<file path="src/rtl/game_pkg.sv">
// Shared game-flow types: screen encoding used by the display mux and game logic,
// plus the saturating 2-digit BCD increment used for the score.
package game_pkg;

    typedef enum logic [1:0] {
        ST_START    = 2'b00,
        ST_GAME     = 2'b01,
        ST_GAMEOVER = 2'b10
    } state_t;

    localparam logic [7:0] BCD_MAX = 8'h99;

    // Saturates at 99; the low digit wraps 9 -> 0 with a carry into the high digit.
    function automatic logic [7:0] bcd_inc(input logic [7:0] value);
        if (value >= BCD_MAX) begin
            return BCD_MAX;
        end
        if (value[3:0] >= 4'd9) begin
            return {value[7:4] + 4'd1, 4'd0};
        end
        return {value[7:4], value[3:0] + 4'd1};
    endfunction

endpackage

</file>
<file path="src/rtl/btn_sync_edge.sv">
// Two-flop synchroniser for the raw button followed by a rising-edge detector,
// so a held button yields exactly one single-cycle press.
module btn_sync_edge (
    input  logic clk,
    input  logic rst,
    input  logic btn_async,
    output logic press
);

    // Stage 0 and 1 form the synchroniser; stage 2 is the previous synchronised value.
    logic [2:0] sync_reg;

    always_ff @(posedge clk) begin
        if (rst) begin
            sync_reg <= 3'b000;
        end else begin
            sync_reg <= {sync_reg[1:0], btn_async};
        end
    end

    assign press = sync_reg[1] & ~sync_reg[2];

endmodule

</file>
<file path="src/rtl/game_state_ctrl.sv">
// Master game-flow controller: owns all screen transitions, turns button presses into
// flap pulses, keeps BCD score/best and holds GAMEOVER for a number of frames.
module game_state_ctrl
    import game_pkg::*;
#(
    parameter int HOLD_FRAMES = 120,
    parameter int HOLD_W      = 8
) (
    input  logic       clk,
    input  logic       rst,
    input  logic       btn,
    input  logic       frame_tick,
    input  logic       collision,
    input  logic       pipe_passed,
    output logic [1:0] state,
    output logic       game_rst,
    output logic       flap,
    output logic [7:0] score,
    output logic [7:0] best
);

    localparam logic [HOLD_W-1:0] HOLD_INIT = HOLD_W'(HOLD_FRAMES);

    logic              press;
    logic [1:0]        state_reg, state_next;
    logic              game_rst_reg, game_rst_next;
    logic              flap_reg, flap_next;
    logic [7:0]        score_reg, score_next;
    logic [7:0]        best_reg, best_next;
    logic [HOLD_W-1:0] hold_reg, hold_next;

    btn_sync_edge u_btn_sync_edge (
        .clk       (clk),
        .rst       (rst),
        .btn_async (btn),
        .press     (press)
    );

    always_ff @(posedge clk) begin
        if (rst) begin
            state_reg    <= ST_START;
            game_rst_reg <= 1'b0;
            flap_reg     <= 1'b0;
            score_reg    <= 8'h00;
            best_reg     <= 8'h00;
            hold_reg     <= '0;
        end else begin
            state_reg    <= state_next;
            game_rst_reg <= game_rst_next;
            flap_reg     <= flap_next;
            score_reg    <= score_next;
            best_reg     <= best_next;
            hold_reg     <= hold_next;
        end
    end

    always_comb begin
        state_next    = state_reg;
        game_rst_next = 1'b0;
        flap_next     = 1'b0;
        score_next    = score_reg;
        best_next     = best_reg;
        hold_next     = hold_reg;
        case (state_reg)
            ST_START: begin
                // The starting press only launches the run; it never doubles as a flap.
                if (press) begin
                    state_next    = ST_GAME;
                    game_rst_next = 1'b1;
                    score_next    = 8'h00;
                end
            end
            ST_GAME: begin
                if (collision) begin
                    state_next = ST_GAMEOVER;
                    hold_next  = HOLD_INIT;
                    if (score_reg > best_reg) begin
                        best_next = score_reg;
                    end
                end else begin
                    if (pipe_passed) begin
                        score_next = bcd_inc(score_reg);
                    end
                    flap_next = press;
                end
            end
            ST_GAMEOVER: begin
                // A press in the same cycle the hold expires is still swallowed.
                if (hold_reg != '0) begin
                    if (frame_tick) begin
                        hold_next = hold_reg - 1'b1;
                    end
                end else if (press) begin
                    state_next = ST_START;
                end
            end
            default: begin
                state_next = ST_START;
            end
        endcase
    end

    assign state    = state_reg;
    assign game_rst = game_rst_reg;
    assign flap     = flap_reg;
    assign score    = score_reg;
    assign best     = best_reg;

endmodule
</file>
<file path="config.mk">
export PLATFORM = sky130hd
export DESIGN_NAME = game_state_ctrl
export DESIGN_NICKNAME = d
export VERILOG_FILES = /design/src/rtl/game_pkg.sv /design/src/rtl/btn_sync_edge.sv /design/src/rtl/game_state_ctrl.sv
export SDC_FILE = /design/constraint.sdc
export NUM_CORES = 1
export LEC_CHECK = 0
export BUFFER_PORTS_ARGS = -buffer_cell sky130_fd_sc_hd__buf_4
export CORE_MARGIN = 8
export CORE_UTILIZATION = 30
export CTS_BUF_LIST = sky130_fd_sc_hd__clkbuf_4 sky130_fd_sc_hd__clkbuf_8 sky130_fd_sc_hd__clkbuf_16
export DETAILED_ROUTE_END_ITERATION = 12
export PLACE_DENSITY = 0.61
export SLEW_MARGIN = 10
export SYNTH_ARGS = -nofsm -noshare
export SYNTH_HDL_FRONTEND = slang
export SYNTH_HIERARCHICAL = 1
export SYNTH_SLANG_ARGS = --single-unit
</file>
<file path="constraint.sdc">
create_clock -name clk -period 1.9 [get_ports clk]
set_input_delay 0 -clock clk [delete_from_list [all_inputs] [get_ports clk]]
set_output_delay 0 -clock clk [all_outputs]
set_load 0.02 [all_outputs]
</file>
==> impl_summary.txt, run 1 <==
----------------------------------------------------
[Detailed routing]
  Post-route DRC ... 0
  Detailed-router iteration count before antenna repair ... 4
  Routed length per placed instance ... approximately 12 um
  Vias per cell ... approximately 4.7
  Routed length on met1 ... roughly 1.9 mm
  Met2 wire len ... about 1.7 mm
  Detail Route Antenna Nets ... 0
  Amount of wire on met3 after detailed routing ... roughly 160 um
  Total routed wirelength ... ~3.8 mm
  Via count of the routed design ... ~1.4k
  Max Used Layer ... met4
  DRC marker count from the first detailed-route iteration ... 53

[Min path]
  Worst min-delay path class ... primary input to flop

[Clock network]
  Buffer levels on the longest clock path ... 2
  Count of H-tree levels built during CTS ... 2
  TritonCTS clock tree ... yes
  Clock slew seen by the registers of the worst setup and hold paths ... roughly 0.06 ns
  Clk Tree Root Cell ... sky130_fd_sc_hd__clkbuf_8
  Number of buffers created by CTS ... 5
  Setup Buffers After CTS ... 0
  Clock Sinks ... 31
  Source-to-sink clock delay at the later pin of the worst-skew pair ... between 0.2 and 0.3 ns

[Timing]
  Minimum period implied by the final worst setup slack ... between 1.5 and 2 ns
  Pins over their slew limit ... 0
  Post-route clock period utilization ... 95.89%
  Count of endpoints failing hold in the final timing report ... 0
  Headroom to the max-slew limit ... 68.62%
  Fmax ... about 0.55 GHz
  # setup viols final ... 0
  Worst slew pin tran ... 0.4658 ns
  Setup Skew ... about 0.0025 ns

[Setup path]
  Max incr delay on CP ... 0.41 ns
  R2r worst-path depth ... 7
  Reg2Reg Launch Point ... hold_reg[0]$_SDFFE_PP0P_
  Ordered cell list for the critical path ... inv_2, ha_1, inv_1, or2_1, or4_1, or3_1, a31oi_1
  Data required time at the worst endpoint ... around 2.1 ns
  CP endpoint kind ... flop
  Endpoint of the worst-slack reg-to-reg timing path ... hold_reg[6]$_SDFFE_PP0P_
  Worst Path Arrival ... 2.03 ns
  Flop2flop setup slack ... ~0.078 ns
  Worst-path cell with the longest stage delay ... sky130_fd_sc_hd__or4_1
  Capture point of the worst path ... hold_reg[6]$_SDFFE_PP0P_
  Crit start category ... flop
  Maximum net fanout on the critical path ... 3
  Worst setup path startpoint ... hold_reg[0]$_SDFFE_PP0P_
  Critical setup path kind ... flop to flop

[Pwr]
  Peak ir drop on the vdd network ... ~200 uV
  Combinational power share ... around 8.1%
  Switching power ... about 300 uW
  Leakage ... about 0.87 nW
  Part of the power in registers ... between 50% and 60%
  Power Internal ... ~990 uW
  Portion of total power attributed to the clock network ... about 40%
  Power density cells ... around 590 nW/um^2
  Switching share of power ... between 20 and 25%

[Yosys]
  Synthesized instance count ... 197
  Net count of the mapped netlist ... 218
  Share of synthesized registers carrying an async set or reset ... 0%
  Avg Synthesized Cell Area ... 8.854 um^2
  Count of flip-flops with a built-in enable after synthesis ... 0
  Fraction of the yosys area taken by sequential cells ... 35.58%
  Number of storage elements in the synthesis netlist ... 31
  Yosys warning total ... 6
  Cell area after synthesis ... between 1500 and 2000 um^2
  Primary FF master, synth ... sky130_fd_sc_hd__dfxtp_1
  Count of different cell masters after synthesis ... between 40 and 50

[GRT]
  Largest net degree at the start of global routing ... 38
  Number of antenna violations at the first check in global routing ... 0
  Wire length of the first global-routing pass ... 6.368 mm
  GRT overflow ... 0
  Vias in the first global route ... roughly 1.4k
  Total global routing track utilization ... a little under a tenth

[Floorplan]
  Die Span X ... about 92 um
  Vertical die dimension ... about 90 um
  Die Area ... 8510 um^2
  IO Count ... 26
  Initial cell density of the core ... roughly 31%
  Placeable core region ... approximately 5600 um^2
  Placement Rows ... 27

[Placed design]
  Gpl congestion ... around 0.8
  Count of buffers from port buffering ... 25
  Post-place instance area ... 2082 um^2
  Post-DP HPWL ... around 2.8 mm

[Layout]
  Final net count ... roughly 260
  Filler cell count ... 588
  Fraction of layout instances using a drive strength above 1 ... 22.98%
  Signed area change from the synthesized netlist to the final layout ... 26.61%
  Commonest cells after routing, fill and taps aside ... 36 x sky130_fd_sc_hd__buf_4, 28 x sky130_fd_sc_hd__dfxtp_1, 20 x sky130_fd_sc_hd__nand2b_1
  Antenna Diode Count ... 0
  Post-route cell area ... roughly 2200 um^2
  Share of the core filled with cells ... between 30 and 40%
  Commonest non-fill, non-tap cell in the layout ... sky130_fd_sc_hd__buf_4

[Run]
  Max cap viols ... 0

[Run status]
  Result of the run ... complete, no violations

----------------------------------------------------
-- how the worst min path moves through the flow --
| stage | to | startpoint | slack (ns) | cells after the start |
|---|---|---|---|---|
| 6_report | u_btn_sync_edge/sync_reg[0]$_SDFF_PP0_ | rst | 0.1 | 2 |
| 5_1_grt | u_btn_sync_edge/sync_reg[1]$_SDFF_PP0_ | rst | 0.11 | 2 |
| 4_1_cts | score[5]$_SDFFE_PP0P_ | rst | 0.09 | 2 |
| 3_5_place_dp | u_btn_sync_edge/sync_reg[0]$_SDFF_PP0_ | btn | 0.22 | 2 |
| 3_3_place_gp | flap$_SDFF_PP0_ | collision | 0.22 | 2 |
| 2_1_floorplan | u_btn_sync_edge/sync_reg[0]$_SDFF_PP0_ | rst | 0.07 | 1 |
-- power by group through the flow --
stage / sequential (mW) / combinational, mW / clock, mW
after floorplan: 0.685 / 0.0602 / 0
after global placement: 0.681 / 0.101 / 0
after detailed placement: 0.681 / 0.100 / 0
after CTS: 0.666 / 0.104 / 0.546
after global routing: 0.667 / 0.115 / 0.576
final: 0.666 / 0.105 / 0.522
-- cells by family (layout without fill, tap and decap cells) --
family / Yosys count / after routing / share of synthesized area (%)
adders and majority gates: 15 / 15 / 10.76
buffers and inverters: 23 / 61 / 5.452
xor gates and xnor gates: 6 / 6 / 3.013
DFF: 31 / 31 / 35.58
and+or+nand+nor: 78 / 78 / 26.47
AOI/OAI and AO/OA: 34 / 34 / 12.98
muxes: 10 / 10 / 5.739
-- Yosys cell counts (4+ instances only) --
cell type | instances | area [um^2]
sky130_fd_sc_hd__xnor2_1 | 4 | 35.03
sky130_fd_sc_hd__o21ai_0 | 6 | 30.03
sky130_fd_sc_hd__nand4_1 | 4 | 25.02
sky130_fd_sc_hd__dfxtp_1 | 31 | 620.6
sky130_fd_sc_hd__inv_1 | 16 | 60.06
sky130_fd_sc_hd__a21oi_1 | 12 | 60.06
sky130_fd_sc_hd__nand2b_1 | 20 | 125.1
sky130_fd_sc_hd__nor3_1 | 5 | 25.02
sky130_fd_sc_hd__nor2_1 | 12 | 45.04
sky130_fd_sc_hd__clkbuf_1 | 5 | 18.77
sky130_fd_sc_hd__nor2b_1 | 6 | 37.54
sky130_fd_sc_hd__nand2_1 | 12 | 45.04
sky130_fd_sc_hd__nand3b_1 | 4 | 30.03
sky130_fd_sc_hd__ha_1 | 15 | 187.7
sky130_fd_sc_hd__mux2i_1 | 10 | 100.1
-- metal layers --
| layer | global-route usage [%] | up-vias |
|---|---|---|
| li1 | - | 756 |
| met1 | 10.77 | 646 |
| met2 | 14.90 | 22 |
| met3 | 3.341 | 5 |
| met4 | 4.832 | 0 |
| met5 | 0 | - |
-- repair_timing --
| action | in CTS | in global routing |
|---|---|---|
| resized for setup | 0 | 5 |
| endpoints found under the hold margin | 3 | 0 |
| hold buffers | 2 | 0 |
| setup endpoints to repair | 0 | 11 |
-- worst max-delay path: cells and delay by family (launching register included) --
kind | cells | cell delay, ns
adders and majority gates | 1 | 0.17
AOI/OAI and AO/OA | 1 | 0.15
buffers and inverters | 2 | 0.12
DFF | 1 | 0.35
and+or+nand+nor | 3 | 0.97
-- cell type report --
cell class / instances / area [um^2] / area share (%)
clock buffers: 6 / 82.58 / 3.739
well taps: 72 / 90.09 / 4.079
clock inverters: 1 / 5.005 / 0.2266
inverters: 16 / 60.06 / 2.720
flip-flops and latches: 31 / 624.3 / 28.27
repair buffers: 38 / 290.3 / 13.14
multi-input cells: 143 / 1056 / 47.82
-- stage by stage --
step / TNS (ns) / cells / setup WS, ns / hold WS, ns / power (mW)
2_1_floorplan: 0 / 197 / 0.04091 / 0.07161 / 0.7450
3_3_place_gp: 0 / 298 / 0.08368 / 0.2204 / 0.7815
3_5_place_dp: 0 / 298 / 0.04511 / 0.2184 / 0.7813
4_1_cts: 0 / 307 / 0.02845 / 0.09376 / 1.317
5_1_grt: -0.003587 / 307 / -0.003587 / 0.1147 / 1.359
6_report: 0 / 307 / 0.07809 / 0.09638 / 1.294
No activity file was read; power rests on OpenSTA's default activity.
==> inputs of run 2 (changes only) <==
GPL_TIMING_DRIVEN = 0   (was not set)
==> run 2 against run 1 <==
  * Register-to-register slack got worse by 0.03 ns
  * Worst setup slack got worse by 0.032 ns
  * Die area unchanged
  * Power increased by 0.53%
  * Flip-flop and latch count unchanged
  * Sequential power about the same
  * Clock skew increased by 0.0052 ns
  * First-iteration DRC count decreased by 13%
  * Worst hold slack improved by 0.016 ns
  * Critical endpoint unchanged
  * Largest cell class unchanged
  * Largest power group unchanged
  * Highest routed layer unchanged
==> impl_summary.txt, run 2 (same netlist as run 1, synthesis figures left out) <==
----------------------------------------------------
[Timing]
  Headroom to the max-slew limit ... 61.54% (was 68.62%)
  Fmax ... 0.5395 GHz (was 0.5489 GHz)
  Setup Skew ... 0.007657 ns (was 0.002475 ns)
  Count of endpoints failing hold in the final timing report ... 0 (unchanged)
  # setup viols final ... 0 (unchanged)
  Minimum period implied by the final worst setup slack ... 1.854 ns (was 1.822 ns)
  Post-route clock period utilization ... 97.55% (was 95.89%)
  Worst hold slack across all endpoints ... 0.1123 ns (was 0.09638 ns)
  Unrepaired setup endpoints after global routing ... yes
  Worst slew pin tran ... 0.5721 ns (was 0.4658 ns)
  Pins over their slew limit ... 0 (unchanged)

[Detailed routing]
  Total routed wirelength ... 3.873 mm (was 3.820 mm)
  Post-route DRC ... 0 (unchanged)
  Max Used Layer ... met4 (unchanged)
  Amount of wire on met3 after detailed routing ... 145 um (was 158 um)
  Routed length on met1 ... 1.917 mm (was 1.870 mm)
  Routed length per placed instance ... 12.62 um (was 12.44 um)
  Detailed-router iteration count before antenna repair ... 4 (unchanged)
  Met2 wire len ... 1.731 mm (was 1.717 mm)
  DRC marker count from the first detailed-route iteration ... 46 (was 53)
  Detail Route Antenna Nets ... 0 (unchanged)
  Vias per cell ... 4.723 (was 4.655)
  Via count of the routed design ... 1450 (was 1429)

[Layout]
  Share of the core filled with cells ... 40.20% (was 39.62%)
  Fraction of layout instances using a drive strength above 1 ... 25.11% (was 22.98%)
  Post-route non-filler standard cell count ... 307 (unchanged)
  Signed area change from the synthesized netlist to the final layout ... 28.48% (was 26.61%)
  Final net count ... 255 (was 256)
  Commonest non-fill, non-tap cell in the layout ... sky130_fd_sc_hd__buf_4 (unchanged)
  Filler cell count ... 558 (was 588)
  Antenna Diode Count ... 0 (unchanged)
  Commonest cells after routing, fill and taps aside ... 29 x sky130_fd_sc_hd__buf_4, 23 x sky130_fd_sc_hd__dfxtp_1, 20 x sky130_fd_sc_hd__nand2b_1 (was 36 x sky130_fd_sc_hd__buf_4, 28 x sky130_fd_sc_hd__dfxtp_1, 20 x sky130_fd_sc_hd__nand2b_1)

[Pwr]
  Switching share of power ... 23.51% (was 23.15%)
  Switching power ... 305.8 uW (was 299.5 uW)
  Portion of total power attributed to the clock network ... 40.3% (was 40.4%)
  Total design power ... 1.301 mW (was 1.294 mW)
  Power density cells ... 580.4 nW/um^2 (was 585.8 nW/um^2)
  Part of the power in registers ... 51.3% (was 51.5%)
  Leakage ... 0.8545 nW (was 0.8671 nW)
  Peak ir drop on the vdd network ... 335.3 uV (was 196.7 uV)
  Power Internal ... 994.8 uW (was 994.2 uW)
  Combinational power share ... 8.5% (was 8.1%)

[Floorplan]
  Placement Rows ... 27 (unchanged)
  Die Area ... 8510 um^2 (unchanged)
  Vertical die dimension ... 92.25 um (unchanged)
  IO Count ... 26 (unchanged)
  Initial cell density of the core ... 31.29% (unchanged)
  Placeable core region ... 5574 um^2 (unchanged)
  Die Span X ... 92.25 um (unchanged)

[Setup path]
  Critical setup path kind ... flop to flop (unchanged)
  Crit start category ... flop (unchanged)
  Worst Path Arrival ... 2.06 ns (was 2.03 ns)
  Max incr delay on CP ... 0.41 ns (about the same)
  CP endpoint kind ... flop (unchanged)
  Ordered cell list for the critical path ... inv_2, ha_4, inv_1, or2_1, or4_4, or3_1, a31oi_1 (was inv_2, ha_1, inv_1, or2_1, or4_1, or3_1, a31oi_1)
  Data required time at the worst endpoint ... 2.10 ns (was 2.11 ns)
  Maximum net fanout on the critical path ... 3 (unchanged)
  R2r worst-path depth ... 7 (unchanged)
  Worst-path cell with the longest stage delay ... sky130_fd_sc_hd__or4_4 (was sky130_fd_sc_hd__or4_1)
  Reg2Reg Launch Point ... hold_reg[0]$_SDFFE_PP0P_ (unchanged)
  Endpoint of the worst-slack reg-to-reg timing path ... hold_reg[6]$_SDFFE_PP0P_ (unchanged)
  Flop2flop setup slack ... 0.05 ns (was 0.08 ns)

[Min path]
  Worst min-delay path endpoint ... hold_reg[1]$_SDFFE_PP0P_ (was u_btn_sync_edge/sync_reg[0]$_SDFF_PP0_)
  Worst hold path startpoint ... frame_tick (was rst)
  Cell depth of the worst hold path ... 5 (was 2)
  Worst min-delay path class ... primary input to flop (unchanged)

[Clock network]
  TritonCTS clock tree ... yes (unchanged)
  Clock Sinks ... 31 (unchanged)
  Buffer levels on the longest clock path ... 2 (unchanged)
  Clock slew seen by the registers of the worst setup and hold paths ... 0.07 ns (was 0.06 ns)
  Count of H-tree levels built during CTS ... 2 (unchanged)
  Source-to-sink clock delay at the later pin of the worst-skew pair ... 0.28 ns (about the same)
  Number of buffers created by CTS ... 5 (unchanged)
  Clk Tree Root Cell ... sky130_fd_sc_hd__clkbuf_8 (unchanged)

[Placed design]
  Count of buffers from port buffering ... 25 (unchanged)
  Gpl congestion ... 0.8349 (was 0.8164)
  Post-DP HPWL ... 2.879 mm (was 2.833 mm)
  Placed Instances ... 294 (was 298)

[GRT]
  Number of antenna violations at the first check in global routing ... 0 (unchanged)
  Largest net degree at the start of global routing ... 11 (was 38)
  GRT overflow ... 0 (unchanged)
  Vias in the first global route ... 1410 (was 1395)
  Total global routing track utilization ... 9.567% (was 9.348%)
  Wire length of the first global-routing pass ... 6.596 mm (was 6.368 mm)

[Run status]
  Result of the run ... complete, no violations (unchanged)

[Run]
  Max cap viols ... 0 (unchanged)

----------------------------------------------------
## run 2: cell count changes in the layout (fill, tap and decap cells not counted), moves of 3 or more
cell                       before  now
sky130_fd_sc_hd__clkbuf_1       0    4
sky130_fd_sc_hd__buf_4         36   29
sky130_fd_sc_hd__dfxtp_4        0    3
sky130_fd_sc_hd__dfxtp_1       28   23
## run 2: through the flow
| stage | worst slack, ns | setup TNS (ns) | cell area, um^2 |
|---|---|---|---|
| after floorplan | 0.04091 | 0 | 1757 |
| after global placement | -0.1279 | -0.2797 | 2034 |
| after detailed placement | -0.1670 | -0.4285 | 2034 |
| after CTS | 0.01630 | 0 | 2170 |
| after global routing | -0.01449 | -0.01484 | 2241 |
| final | 0.04648 | 0 | 2241 |
## run 2: layer usage
layer | GRT usage (%) | vias up
li1 | - | 757
met3 | 2.771 | 6
met1 | 11.25 | 665
met5 | 0 | -
met2 | 15.49 | 22
met4 | 4.832 | 0
## run 2: worst max-delay path: cells and delay by family (launching register included)
kind                       cells  cell delay, ns
and+or+nand+nor                3            0.99
DFF                            1            0.36
AOI/OAI and AO/OA              1            0.17
buffers and inverters          2            0.12
adders and majority gates      1            0.13
## run 2: power groups by stage
stage / Combinational [mW] / Sequential, mW / Clock (mW)
6_report: 0.110 / 0.667 / 0.524
2_1_floorplan: 0.0602 / 0.685 / 0
4_1_cts: 0.106 / 0.668 / 0.545
3_3_place_gp: 0.0969 / 0.683 / 0
5_1_grt: 0.120 / 0.668 / 0.567
3_5_place_dp: 0.0973 / 0.683 / 0
## run 2: worst max-delay path by stage
stage,startpoint,to,slack (ns),cells past startpoint
floorplan,state[0]$_SDFFE_PP0P_,hold_reg[6]$_SDFFE_PP0P_,0.04,6
global placement,score[0]$_SDFFE_PP0P_,score[4]$_SDFFE_PP0P_,-0.13,8
detailed placement,score[0]$_SDFFE_PP0P_,score[4]$_SDFFE_PP0P_,-0.17,8
CTS,score[1]$_SDFFE_PP0P_,score[1]$_SDFFE_PP0P_,0.02,7
global route,state[0]$_SDFFE_PP0P_,hold_reg[6]$_SDFFE_PP0P_,-0.01,5
finish,hold_reg[0]$_SDFFE_PP0P_,hold_reg[6]$_SDFFE_PP0P_,0.05,7
## run 2: timing repair
item / in CTS / in global routing
hold endpoints to repair: 5 / 0
gates resized for setup: 1 / 20
hold buffers: 4 / 0
gates cloned: 0 / 0
pin swaps: 1 / 6
buffers inserted: 1 / 3
endpoints found under the setup margin: 4 / 20
## run 2: final cells by class
cell class              instances  area, um^2  share of cell area (%)
plain buffers                   4       15.01                  0.6700
well taps                      72       90.09                   4.020
inverters                      16       60.06                   2.680
flip-flops and latches         31       638.1                   28.48
clock inverters                 1       5.005                  0.2233
multi-input cells             143        1091                   48.69
repair buffers                 33       257.7                   11.50
clock buffers                   7       83.83                   3.741
==> inputs of run 3 (changes only) <==
CORE_UTILIZATION = 35   (was 30)
PLACE_DENSITY = 0.67   (was 0.61)
==> run 3 against run 2 <==
  * The flow now finishes with violations (setup timing)
  * Power up 4.2%
  * Critical path depth shrank 1
  * Largest cell class unchanged
  * Wire length up 2.4%
  * Highest routed layer unchanged
==> impl_summary.txt, run 3 (same netlist as run 1, synthesis figures left out) <==
----------------------------------------------------
[Run status]
  Result of the run ... finished, violations left (was complete, no violations)
  Failing checks ... setup timing

[Timing]
  Minimum period implied by the final worst setup slack ... 1.900 ns (was 1.854 ns)
  Setup Skew ... 0.006838 ns (was 0.007657 ns)
  Unrepaired setup endpoints after global routing ... yes (unchanged)
  # setup viols final ... 1 (was 0)
  Fmax ... 0.5262 GHz (was 0.5395 GHz)
  Count of endpoints failing hold in the final timing report ... 0 (unchanged)
  Final setup slack of the worst path ... -0.0003053 ns (was 0.04648 ns)
  Headroom to the max-slew limit ... 50.29% (was 61.54%)
  Pins over their slew limit ... 0 (unchanged)
  Total negative setup slack ... -0.0003053 ns (was 0 ns)
  Post-route clock period utilization ... 100.0% (was 97.55%)
  Worst slew pin tran ... 0.7389 ns (was 0.5721 ns)

[Layout]
  Antenna Diode Count ... 0 (unchanged)
  Commonest cells after routing, fill and taps aside ... 27 x sky130_fd_sc_hd__buf_4, 26 x sky130_fd_sc_hd__dfxtp_1, 20 x sky130_fd_sc_hd__nand2b_1 (was 29 x sky130_fd_sc_hd__buf_4, 23 x sky130_fd_sc_hd__dfxtp_1, 20 x sky130_fd_sc_hd__nand2b_1)
  Signed area change from the synthesized netlist to the final layout ... 27.19% (was 28.48%)
  Final net count ... 254 (was 255)
  Fraction of layout instances using a drive strength above 1 ... 23.50% (was 25.11%)
  Filler cell count ... 489 (was 558)
  Commonest non-fill, non-tap cell in the layout ... sky130_fd_sc_hd__buf_4 (unchanged)
  Area taken by multi-input logic gates ... 1067 um^2 (was 1091 um^2)
  Post-route non-filler standard cell count ... 301 (was 307)
  Area taken by flip-flops and latches ... 634.4 um^2 (was 638.1 um^2)

[GRT]
  Wire length of the first global-routing pass ... 6.389 mm (was 6.596 mm)
  Top Usage Layer GRT ... met2 (unchanged)
  Vias in the first global route ... 1390 (was 1410)
  Largest net degree at the start of global routing ... 11 (unchanged)
  GRT overflow ... 0 (unchanged)
  Total global routing track utilization ... 10.69% (was 9.567%)
  Met2 GRT Util ... 17.43% (was 15.49%)
  Routing usage on met3 ... 2.836% (was 2.771%)
  Met1 routing resource usage after global routing ... 12.53% (was 11.25%)
  Number of antenna violations at the first check in global routing ... 0 (unchanged)

[Setup path]
  Worst Path Arrival ... 2.10 ns (was 2.06 ns)
  Endpoint of the worst-slack reg-to-reg timing path ... hold_reg[6]$_SDFFE_PP0P_ (unchanged)
  Critical setup path kind ... flop to flop (unchanged)
  Crit start category ... flop (unchanged)
  CP endpoint kind ... flop (unchanged)
  Flop2flop setup slack ... -0.0003 ns (was 0.05 ns)
  R2r worst-path depth ... 6 (was 7)
  Reg2Reg Launch Point ... state[0]$_SDFFE_PP0P_ (was hold_reg[0]$_SDFFE_PP0P_)
  Maximum net fanout on the critical path ... 10 (was 3)
  Data required time at the worst endpoint ... 2.10 ns (about the same)

[Min path]
  Worst min-delay path endpoint ... score[0]$_SDFFE_PP0P_ (was hold_reg[1]$_SDFFE_PP0P_)
  Worst hold path startpoint ... pipe_passed (was frame_tick)
  Cell depth of the worst hold path ... 4 (was 5)
  Worst min-delay path class ... primary input to flop (unchanged)

[Floorplan]
  Placement Rows ... 25 (was 27)
  Vertical die dimension ... 86.59 um (was 92.25 um)
  Die Span X ... 86.59 um (was 92.25 um)
  Initial cell density of the core ... 36.68% (was 31.29%)
  Placeable core region ... 4755 um^2 (was 5574 um^2)
  IO Count ... 26 (unchanged)
  Die Area ... 7498 um^2 (was 8510 um^2)

[Detailed routing]
  DRC marker count from the first detailed-route iteration ... 93 (was 46)
  Vias per cell ... 4.897 (was 4.723)
  Post-route DRC ... 0 (unchanged)
  Routed length per placed instance ... 13.17 um (was 12.62 um)
  Via count of the routed design ... 1474 (was 1450)
  Detail Route Antenna Nets ... 0 (unchanged)
  Detailed-router iteration count before antenna repair ... 4 (unchanged)
  Total routed wirelength ... 3.965 mm (was 3.873 mm)

[Placed design]
  Gpl congestion ... 0.8078 (was 0.8349)
  Placed Instances ... 289 (was 294)
  Setup slack after placement ... -0.1239 ns (was -0.1670 ns)
  Post-DP HPWL ... 2.805 mm (was 2.879 mm)
  Count of buffers from port buffering ... 25 (unchanged)

[Clock network]
  Source-to-sink clock delay at the later pin of the worst-skew pair ... 0.28 ns (about the same)
  Count of H-tree levels built during CTS ... 2 (unchanged)
  Buffer levels on the longest clock path ... 2 (unchanged)
  Clock slew seen by the registers of the worst setup and hold paths ... 0.07 ns (about the same)
  Clk Tree Root Cell ... sky130_fd_sc_hd__clkbuf_8 (unchanged)
  TritonCTS clock tree ... yes (unchanged)
  Clock Sinks ... 31 (unchanged)
  Number of buffers created by CTS ... 5 (unchanged)

[Pwr]
  Peak ir drop on the vdd network ... 261.6 uV (was 335.3 uV)
  Leakage ... 0.8541 nW (was 0.8545 nW)
  Power density cells ... 611.1 nW/um^2 (was 580.4 nW/um^2)

[Run]
  Max cap viols ... 0 (unchanged)

----------------------------------------------------
-- run 3: changes by cell type in the layout (fill, tap and decap cells not counted), sizes merged --
cell,delta
buf,-1
clkbuf,+1
clkinv,-1
-- run 3: worst max-delay path by stage --
stage	slack, ns	end	cells after the start	from
floorplan	0.04	hold_reg[6]$_SDFFE_PP0P_	6	state[0]$_SDFFE_PP0P_
detailed placement	-0.12	score[4]$_SDFFE_PP0P_	8	score[0]$_SDFFE_PP0P_
global placement	-0.10	score[4]$_SDFFE_PP0P_	8	score[0]$_SDFFE_PP0P_
global route	-0.06	hold_reg[6]$_SDFFE_PP0P_	6	state[0]$_SDFFE_PP0P_
CTS	0.01	hold_reg[6]$_SDFFE_PP0P_	6	state[0]$_SDFFE_PP0P_
finish	-0.0003	hold_reg[6]$_SDFFE_PP0P_	6	state[0]$_SDFFE_PP0P_
-- run 3: per-layer routing --
layer / wire [um] / share of wire [%] / up-vias
met1: 1918 / 48 / 690
met5: 0 / 0 / -
li1: - / - / 761
met3: 134 / 3.4 / 5
met2: 1847 / 47 / 18
met4: 64 / 1.6 / 0
-- run 3: layout make-up --
class,count,area share [%]
clock buffers,8,4.681
multi-input cells,143,48.11
plain buffers,5,1.184
flip-flops and latches,31,28.60
repair buffers,31,10.94
inverters,16,2.707
well taps,67,3.779
-- run 3: metrics by stage --
step                      power [mW]  util, %  instance area (um^2)  hold slack (ns)
final                          1.356    46.66                  2218           0.1226
after global routing           1.400    46.66                  2218           0.1456
after CTS                      1.369    45.82                  2178           0.1179
after detailed placement      0.7791    42.66                  2028           0.2186
after global placement        0.7786    42.66                  2028           0.2165
after floorplan               0.7450        -                  1757          0.07161
-- run 3: worst max-delay path: stages, from the launching register on --
cell and delay [ns]:
sky130_fd_sc_hd__dfxtp_1 0.32, sky130_fd_sc_hd__buf_6 0.14, sky130_fd_sc_hd__nand4bb_4 0.20, sky130_fd_sc_hd__or2_1 0.24, sky130_fd_sc_hd__or4_4 0.43, sky130_fd_sc_hd__or3_4 0.33, sky130_fd_sc_hd__a31oi_1 0.16
-- run 3: where the power goes --
group          total (mW)  switching (mW)  internal, mW
clock               0.582           0.237         0.345
sequential          0.665         0.00957         0.656
combinational       0.109          0.0572        0.0514
total                1.36           0.304          1.05
-- run 3: timing repair --
| item | CTS | global route |
|---|---|---|
| buffers inserted | 1 | 1 |
| resized for setup | 1 | 15 |
| endpoints found under the hold margin | 5 | 0 |
| pin swaps | 1 | 3 |
| gates cloned | 0 | 0 |
| hold buffers | 4 | 0 |
| endpoints found under the setup margin | 4 | 17 |
